**src/rtl/systolic_sequencer_pkg.sv**
```systemverilog
// systolic_sequencer_pkg: shared state type and timing constants for the tile sequencer
package systolic_sequencer_pkg;
    typedef enum logic [2:0] {IDLE, WAIT_WT, LOAD_WT, STREAM, DRAIN, DONE} seq_state_e;
    localparam int N_DEF = 16;
    localparam int UB_RD_LAT_DEF = 1;
    function automatic int pipe_lat(input int ub_rd_lat, input int n);
        return ub_rd_lat + 2 * n - 1;
    endfunction
endpackage

```
**src/rtl/systolic_sequencer_valid_delay_line.sv**
```systemverilog
// valid_delay_line: DEPTH-stage valid shift register with synchronous clear
module valid_delay_line #(
    parameter int DEPTH = 1
) (
    input  logic clk,
    input  logic clr,
    input  logic valid_in,
    output logic valid_out,
    output logic any_valid
);
    logic [DEPTH-1:0] q;
    // shift tokens toward the output; clear drops everything still in flight
    always_ff @(posedge clk) begin
        if (clr) q <= '0;
        else begin
            q[0] <= valid_in;
            for (int i = 1; i < DEPTH; i++) q[i] <= q[i-1];
        end
    end
    assign valid_out = q[DEPTH-1];
    assign any_valid = |q;
endmodule

```
**src/rtl/systolic_sequencer.sv**
```systemverilog
// systolic_sequencer: weight load, activation streaming and accumulator write sequencing for one tile
module systolic_sequencer
    import systolic_sequencer_pkg::*;
#(
    parameter int N         = N_DEF,
    parameter int ADDR_W    = 8,
    parameter int ROWS_W    = 8,
    parameter int UB_RD_LAT = UB_RD_LAT_DEF
) (
    input  logic              clk,
    input  logic              rst_n,
    input  logic              sys_start,
    input  logic [ROWS_W-1:0] sys_rows,
    input  logic [ADDR_W-1:0] ub_base,
    input  logic [ADDR_W-1:0] acc_base,
    input  logic              acc_buf_sel,
    input  logic              wt_ready,
    output logic              sys_busy,
    output logic              sys_done,
    output logic              wt_load,
    output logic              ub_rd_en,
    output logic [ADDR_W-1:0] ub_rd_addr,
    output logic              array_valid,
    output logic              acc_wr_en,
    output logic [ADDR_W:0]   acc_wr_addr
);
    localparam int PIPE_LAT = pipe_lat(UB_RD_LAT, N);
    localparam int LD_W = $clog2(N) + 1;
    seq_state_e state, state_nxt;
    logic [LD_W-1:0] ld_cnt;
    logic [ROWS_W-1:0] rd_left, wr_left;
    logic [ADDR_W-1:0] wr_ptr;
    logic sel_q, acc_pre, arr_any, acc_any, drain_exit;
    // acc_wr_en is a register behind a PIPE_LAT-1 line, so acc_pre previews the next write;
    // leave DRAIN while the final write is being registered so DONE lines up with it
    assign drain_exit = (acc_pre && wr_left == ROWS_W'(1)) || !(arr_any || acc_any);
    assign acc_wr_addr = {sel_q, wr_ptr};
    // next-state decode
    always_comb begin
        state_nxt = state;
        case (state)
            IDLE:    state_nxt = sys_start ? (sys_rows == '0 ? DONE : WAIT_WT) : IDLE;
            WAIT_WT: state_nxt = wt_ready ? LOAD_WT : WAIT_WT;
            LOAD_WT: state_nxt = ld_cnt == LD_W'(N - 1) ? STREAM : LOAD_WT;
            STREAM:  state_nxt = rd_left == ROWS_W'(1) ? DRAIN : STREAM;
            DRAIN:   state_nxt = drain_exit ? DONE : DRAIN;
            DONE:    state_nxt = IDLE;
            default: state_nxt = IDLE;
        endcase
    end
    // state register with strobes registered in step with the state; done trails DONE by a cycle
    always_ff @(posedge clk) begin
        if (!rst_n) begin
            state     <= IDLE;
            sys_busy  <= 1'b0;
            wt_load   <= 1'b0;
            ub_rd_en  <= 1'b0;
            sys_done  <= 1'b0;
            acc_wr_en <= 1'b0;
        end else begin
            state     <= state_nxt;
            sys_busy  <= state_nxt != IDLE;
            wt_load   <= state_nxt == LOAD_WT;
            ub_rd_en  <= state_nxt == STREAM;
            sys_done  <= state == DONE;
            acc_wr_en <= acc_pre;
        end
    end
    // operand latch at start, then load/read/write counters and address pointers
    always_ff @(posedge clk) begin
        if (!rst_n) begin
            ld_cnt     <= '0;
            rd_left    <= '0;
            wr_left    <= '0;
            ub_rd_addr <= '0;
            wr_ptr     <= '0;
            sel_q      <= 1'b0;
        end else begin
            ld_cnt <= state == LOAD_WT ? ld_cnt + 1'b1 : '0;
            if (state == IDLE && sys_start) begin
                rd_left    <= sys_rows;
                wr_left    <= sys_rows;
                ub_rd_addr <= ub_base;
                wr_ptr     <= acc_base;
                sel_q      <= acc_buf_sel;
            end else begin
                if (state == STREAM) begin
                    rd_left    <= rd_left - 1'b1;
                    ub_rd_addr <= ub_rd_addr + 1'b1;
                end
                if (acc_pre) wr_left <= wr_left - 1'b1;
                if (acc_wr_en) wr_ptr <= wr_ptr + 1'b1;
            end
        end
    end
    valid_delay_line #(.DEPTH(UB_RD_LAT)) u_arr_line (
        .clk(clk), .clr(!rst_n), .valid_in(ub_rd_en), .valid_out(array_valid), .any_valid(arr_any)
    );
    valid_delay_line #(.DEPTH(PIPE_LAT - 1)) u_acc_line (
        .clk(clk), .clr(!rst_n), .valid_in(ub_rd_en), .valid_out(acc_pre), .any_valid(acc_any)
    );
endmodule

```
**config.mk**
```make
export PLATFORM = sky130hd
export DESIGN_NAME = systolic_sequencer
export DESIGN_NICKNAME = d
export VERILOG_FILES = /design/src/rtl/systolic_sequencer_pkg.sv /design/src/rtl/systolic_sequencer_valid_delay_line.sv /design/src/rtl/systolic_sequencer.sv
export SDC_FILE = /design/constraint.sdc
export NUM_CORES = 1
export LEC_CHECK = 0
export ABC_AREA = 1
export CORE_UTILIZATION = 39
export CTS_BUF_LIST = sky130_fd_sc_hd__clkbuf_2
export DETAILED_ROUTE_END_ITERATION = 6
export SETUP_SLACK_MARGIN = 0.1
export SLEW_MARGIN = 20
export SYNTH_ARGS = -nofsm -noshare
export SYNTH_HDL_FRONTEND = slang
export SYNTH_SLANG_ARGS = --single-unit
```
**constraint.sdc**
```tcl
create_clock -name clk -period 3.45 [get_ports clk]
set_clock_uncertainty 0.1 [all_clocks]
set_input_delay 0.69 -clock clk [delete_from_list [all_inputs] [get_ports clk]]
set_output_delay 0.69 -clock clk [all_outputs]
set_load 0.005 [all_outputs]
```
* Yosys cells after proc, flatten, opt, wreduce, memory -nomap -nowiden
Index checks and enable logic that the tools add are counted.
** Storage, ports and cells
- Input port bits :: 29
- Output and inout bits :: 23
- Flip-flop bits (word level) :: 78
- Logic and storage cells :: 57
** Operators by class
- Add/subtract/negate cells :: 5
- Reduce and logical (&&, ||, !) cells :: 13
- Muxes and demuxes :: 15
- Equality and inequality tests :: 10
** Operator list (number)
- 2-to-1 mux 8 bit :: 8
- OR reduction 31 bit :: 1
- adder 8 x 1 -> 8 bit (second input constant) :: 2
- == test 8 x 1 -> 1 bit (second input constant) :: 2
- subtractor 8 x 1 -> 8 bit (second input constant) :: 2
- one-hot mux 3 bit (5 select lines) :: 1
- == test 3 x 2 -> 1 bit (second input constant) :: 4
- 2-to-1 mux 3 bit :: 3
- logical NOT 8 bit :: 1
- == test 3 bit (second input constant) :: 2
- nonzero test 2 bit :: 3
- adder 5 x 1 -> 5 bit (second input constant) :: 1
- == test 5 x 4 -> 1 bit (second input constant) :: 1
- == test 3 x 1 -> 1 bit (second input constant) :: 1
- logical NOT 3 bit :: 1
- nonzero test 3 bit :: 1
- logical AND 1 bit :: 2
- logical OR 1 bit :: 2
- 2-to-1 mux 1 bit :: 2
- 2-to-1 mux 2 bit :: 1
- AND reduction 2 bit :: 1
- logical NOT 1 bit :: 1

* Depth between registers and ports, before layout
- Depth in word-level cells :: 7
- Depth in mapped cells :: 10
- Mapped depth without buffers :: 10

* Cells and area by module
Synthesis repeated with hierarchy kept, for this count alone.
** Second synthesis, totals
- Cells, all modules :: 517
- Area total of the unflattened synthesis :: 3627.2 um2
** By module, submodules not included
- systolic_sequencer :: sequential area each 920.9 um2, times used 1, cells each 386, area an instance 2605.0 um2
- valid_delay_line at u_acc_line :: sequential area each 620.6 um2, times used 1, cells each 127, area an instance 984.7 um2
- valid_delay_line at u_arr_line :: sequential area each 20.0 um2, times used 1, cells each 4, area an instance 37.5 um2

* Worst setup path before layout
Ideal clock, no wire load.
- Path kind :: input-to-reg
- Start point :: input rst_n
- End point :: register sys_busy
- Cell stages on the path :: 7
- Required time :: 3.236 ns
- Setup time :: 0.114 ns
- Path buffers :: 1
- Setup slack :: 1.851 ns
- Arrival :: 1.385 ns
- Cell sequence :: buf_2 > inv_1 > a21oi_1 > o21ai_1 > inv_2 > nor2_1 > nand2_1
** RTL lines
- start, declared :: line systolic_sequencer.sv:11 : input logic rst_n,
- end signal, assigned :: line systolic_sequencer.sv:55 : sys_busy <= 1'b0;
- end signal, assigned :: line systolic_sequencer.sv:62 : sys_busy <= state_nxt != IDLE;
- end, declared :: line systolic_sequencer.sv:18 : output logic sys_busy,

* Worst setup path after layout
- Start point :: register acc_wr_en
- End point :: output acc_wr_en
** RTL lines
- start, declared :: line systolic_sequencer.sv:24 : output logic acc_wr_en,
- start signal, assigned :: line systolic_sequencer.sv:66 : acc_wr_en <= acc_pre;
No word-level cell between the ends.

==> reports/results.tsv <==
metric	value	unit
area share of fa/ha/maj cells after synthesis	2.88	%
Clock Tree Root	clkbuf_2	
total routed wirelength	7790	um
Die Ht	96.4	um
CP max stage delay	560	ps
CP Data Required Time	2660	ps
crit path to	acc_wr_en	
Hold WC Path Type	register to register	
share of layout cells above drive strength 1	8.68	%
Yosys cell types	41	
wire per inst	12.2	um
vias in the first global route	2784	
Core Area	8680	um^2
worst r2r dst	rd_left[1]$_SDFFE_PN0P_	
Initial Util	40.0	%
die width	96.4	um
XOR/XNOR Fraction of Synth Area	2.77	%
RSZ-0062 raised after global routing	no	
R2R setup slack	1570	ps
Slew @ Worst Pin	710	ps
CTS Buffer Depth	2	
Static Leak	2.00	nW
main combinational cell family by area after synthesis	simple AND/OR/NAND/NOR gates	
Vias/cell	4.76	
H-tree lvl count	3	
HPWL Detailed	5510	um
drt first pass iters	4	
drt drc	0	
critical-path cell list	clkdlybuf4s50_1	
CTS Sinks	77	
Slew Viols, Final	0	
mux cell area share after synthesis	0	%
post-route cell area	4190	um^2
Routed Antenna Nets	0	
nets	562	
Final Hold Viols	0	
CP max-delay cell	clkdlybuf4s50_1	
first-pass GRT wire length	12700	um
post-CTS resize count	0	
Pwr per Cell Area	440	nW/um^2
commonest non-fill, non-tap cells in the layout	nand2_1, dfxtp_1, inv_1, nor2_1, clkdlybuf4s50_1	
antenna violations before repair	0	
mean post-synth cell area	7.33	um^2
Port Buf Inserts	51	
Compound-Gate Fraction of Synth Area	12.1	%
slew margin rel.	52.5	%
Hold Buf Count CTS	0	
Arr. time, crit path	1640	ps
worst r2r src	state[1]$_SDFF_PN0_	
Worst VDD drop	0.000187	V
simple-gate share of the synthesized area	26.4	%
register area share after synthesis	44.4	%
Syn Nets	511	
P&R area growth vs syn	20.6	%
Critical Path Source Type	register	
largest net degree at the start of global routing	46	
number of synthesized flops with an enable pin	0	
Vias	3036	
1st-iter DRT viols	128	
Crit Path Max Fanout	7	
Yosys reg bits	77	
Post-CTS Setup Bufs	0	
max cap viols	0	
crit share post-route	70.6	%
Setup TNS Final	0	ps
status	complete, no violations	
final setup violating endpoints	0	
post-synthesis async set-or-reset flop share	0	%
Die Area	9290	um^2
placed instance area	4060	um^2
Ports	52	
CP Buf/Inv Count	1	
synthesized cell area	3470	um^2
CP Class	register to output pin	
worst skew pair latency	550	ps
commonest non-fill, non-tap cell in the layout	nand2_1	
GR Overflow Total	0	
Setup crit end kind	output pin	
WP depth	1	
# diodes	0	
clock buffer count from CTS	9	
Ys Warns	0	
gpl congestion	0.793	
CP startpoint	acc_wr_en$_SDFF_PN0_	
CP top delay family	buffers and inverters	
Tmin final	2430	ps
r2r worst-path depth	7	
total track usage	18.0	%
Cells after Synth	474	
Rows	34	
predominant post-synthesis flop cell	dfxtp_1	
fmax	0.411	GHz
TritonCTS clock tree	done	
clk slew on worst S/H paths	250	ps
## cell type report
class | instances | area, um^2
clock inverter | 7 | 90.1
inverter | 83 | 314
sequential | 77 | 1540
tap | 108 | 135
multi-input combinational | 300 | 1530
clock buffer | 9 | 45.0
fill | 912 | 4490
timing repair buffer | 54 | 533
## metrics by stage
step | std cells | util, % | hold slack, ps | total power, mW | setup slack [ps]
2_1_floorplan | 474 | - | 307 | 1.19 | 1850
3_3_place_gp | 622 | 46.7 | 309 | 1.30 | 950
3_5_place_dp | 622 | 46.7 | 315 | 1.30 | 924
4_1_cts | 638 | 48.3 | 337 | 1.87 | 967
5_1_grt | 638 | 48.3 | 332 | 1.95 | 912
6_report | 638 | 48.3 | 330 | 1.84 | 1020
## layer usage
metal  up-vias  part of all wire, %  wire (um)  global-route usage, %
li1       1593                    -          -                      -
met1      1371                   48       3710                   23.9
met2        61                   45       3480                   28.4
met3        11                  6.4        499                   5.63
met4         0                  1.2         92                   4.78
met5         -                    0          0                      0
## synth_stat cells (all sizes together) (2+ instances only)
library cell | n | area, um^2
nor3 | 5 | 46.3
nand2 | 117 | 452
a21oi | 17 | 88.8
dfxtp | 77 | 1540
ha | 8 | 100
xor2 | 8 | 70.1
o211ai | 4 | 30.0
a31oi | 13 | 81.3
buf | 10 | 71.3
clkbuf | 4 | 15.0
o21ai | 26 | 130
inv | 83 | 314
nor2 | 59 | 236
a211oi | 2 | 20.0
xnor2 | 3 | 26.3
nand3 | 19 | 113
nand4 | 8 | 50.1
o31ai | 2 | 15.0
o22ai | 2 | 12.5
## worst min-delay path: cells and delay by family (launching register included)
family	cells	cell delay (ps)
flops	1	370
simple gates	1	50
buf+inv	1	30
## worst min path at each step
stage,start,endpoint,slack [ps],depth (start not counted)
2_1_floorplan,u_acc_line.q[11]$_SDFF_PN0_,u_acc_line.q[12]$_SDFF_PN0_,310,2
4_1_cts,u_acc_line.q[13]$_SDFF_PN0_,u_acc_line.q[14]$_SDFF_PN0_,340,2
5_1_grt,u_acc_line.q[28]$_SDFF_PN0_,u_acc_line.q[29]$_SDFF_PN0_,330,2
6_report,u_acc_line.q[28]$_SDFF_PN0_,u_acc_line.q[29]$_SDFF_PN0_,330,2
3_5_place_dp,u_acc_line.q[12]$_SDFF_PN0_,u_acc_line.q[13]$_SDFF_PN0_,310,2
3_3_place_gp,u_acc_line.q[4]$_SDFF_PN0_,u_acc_line.q[5]$_SDFF_PN0_,310,2
## kinds of logic (layout without fill, tap and decap cells)
| kind of cell | count (synthesis) | in the layout |
|---|---|---|
| AOI/OAI and AO/OA | 70 | 70 |
| xor gates and xnor gates | 11 | 11 |
| adders and majority gates | 8 | 8 |
| buffers and inverters | 97 | 153 |
| DFF | 77 | 77 |
| and+or+nand+nor | 211 | 211 |
## report_power, final
group	switching, mW	internal (mW)
logic	0.174	0.144
registers	0.0362	0.932
clock network	0.369	0.189
total	0.579	1.27
## flip-flops by register name, indices dropped and copies added, names as in the netlist
name,flops
ld_cnt,5
acc_wr_en,1
state,3
wr_left,8
wr_ptr,8
sel_q,1
sys_done,1
sys_busy,1
wt_load,1
rd_left,8
ub_rd_addr,8
u_acc_line.q,31
ub_rd_en,1
Power figures use the tool's default switching activity.
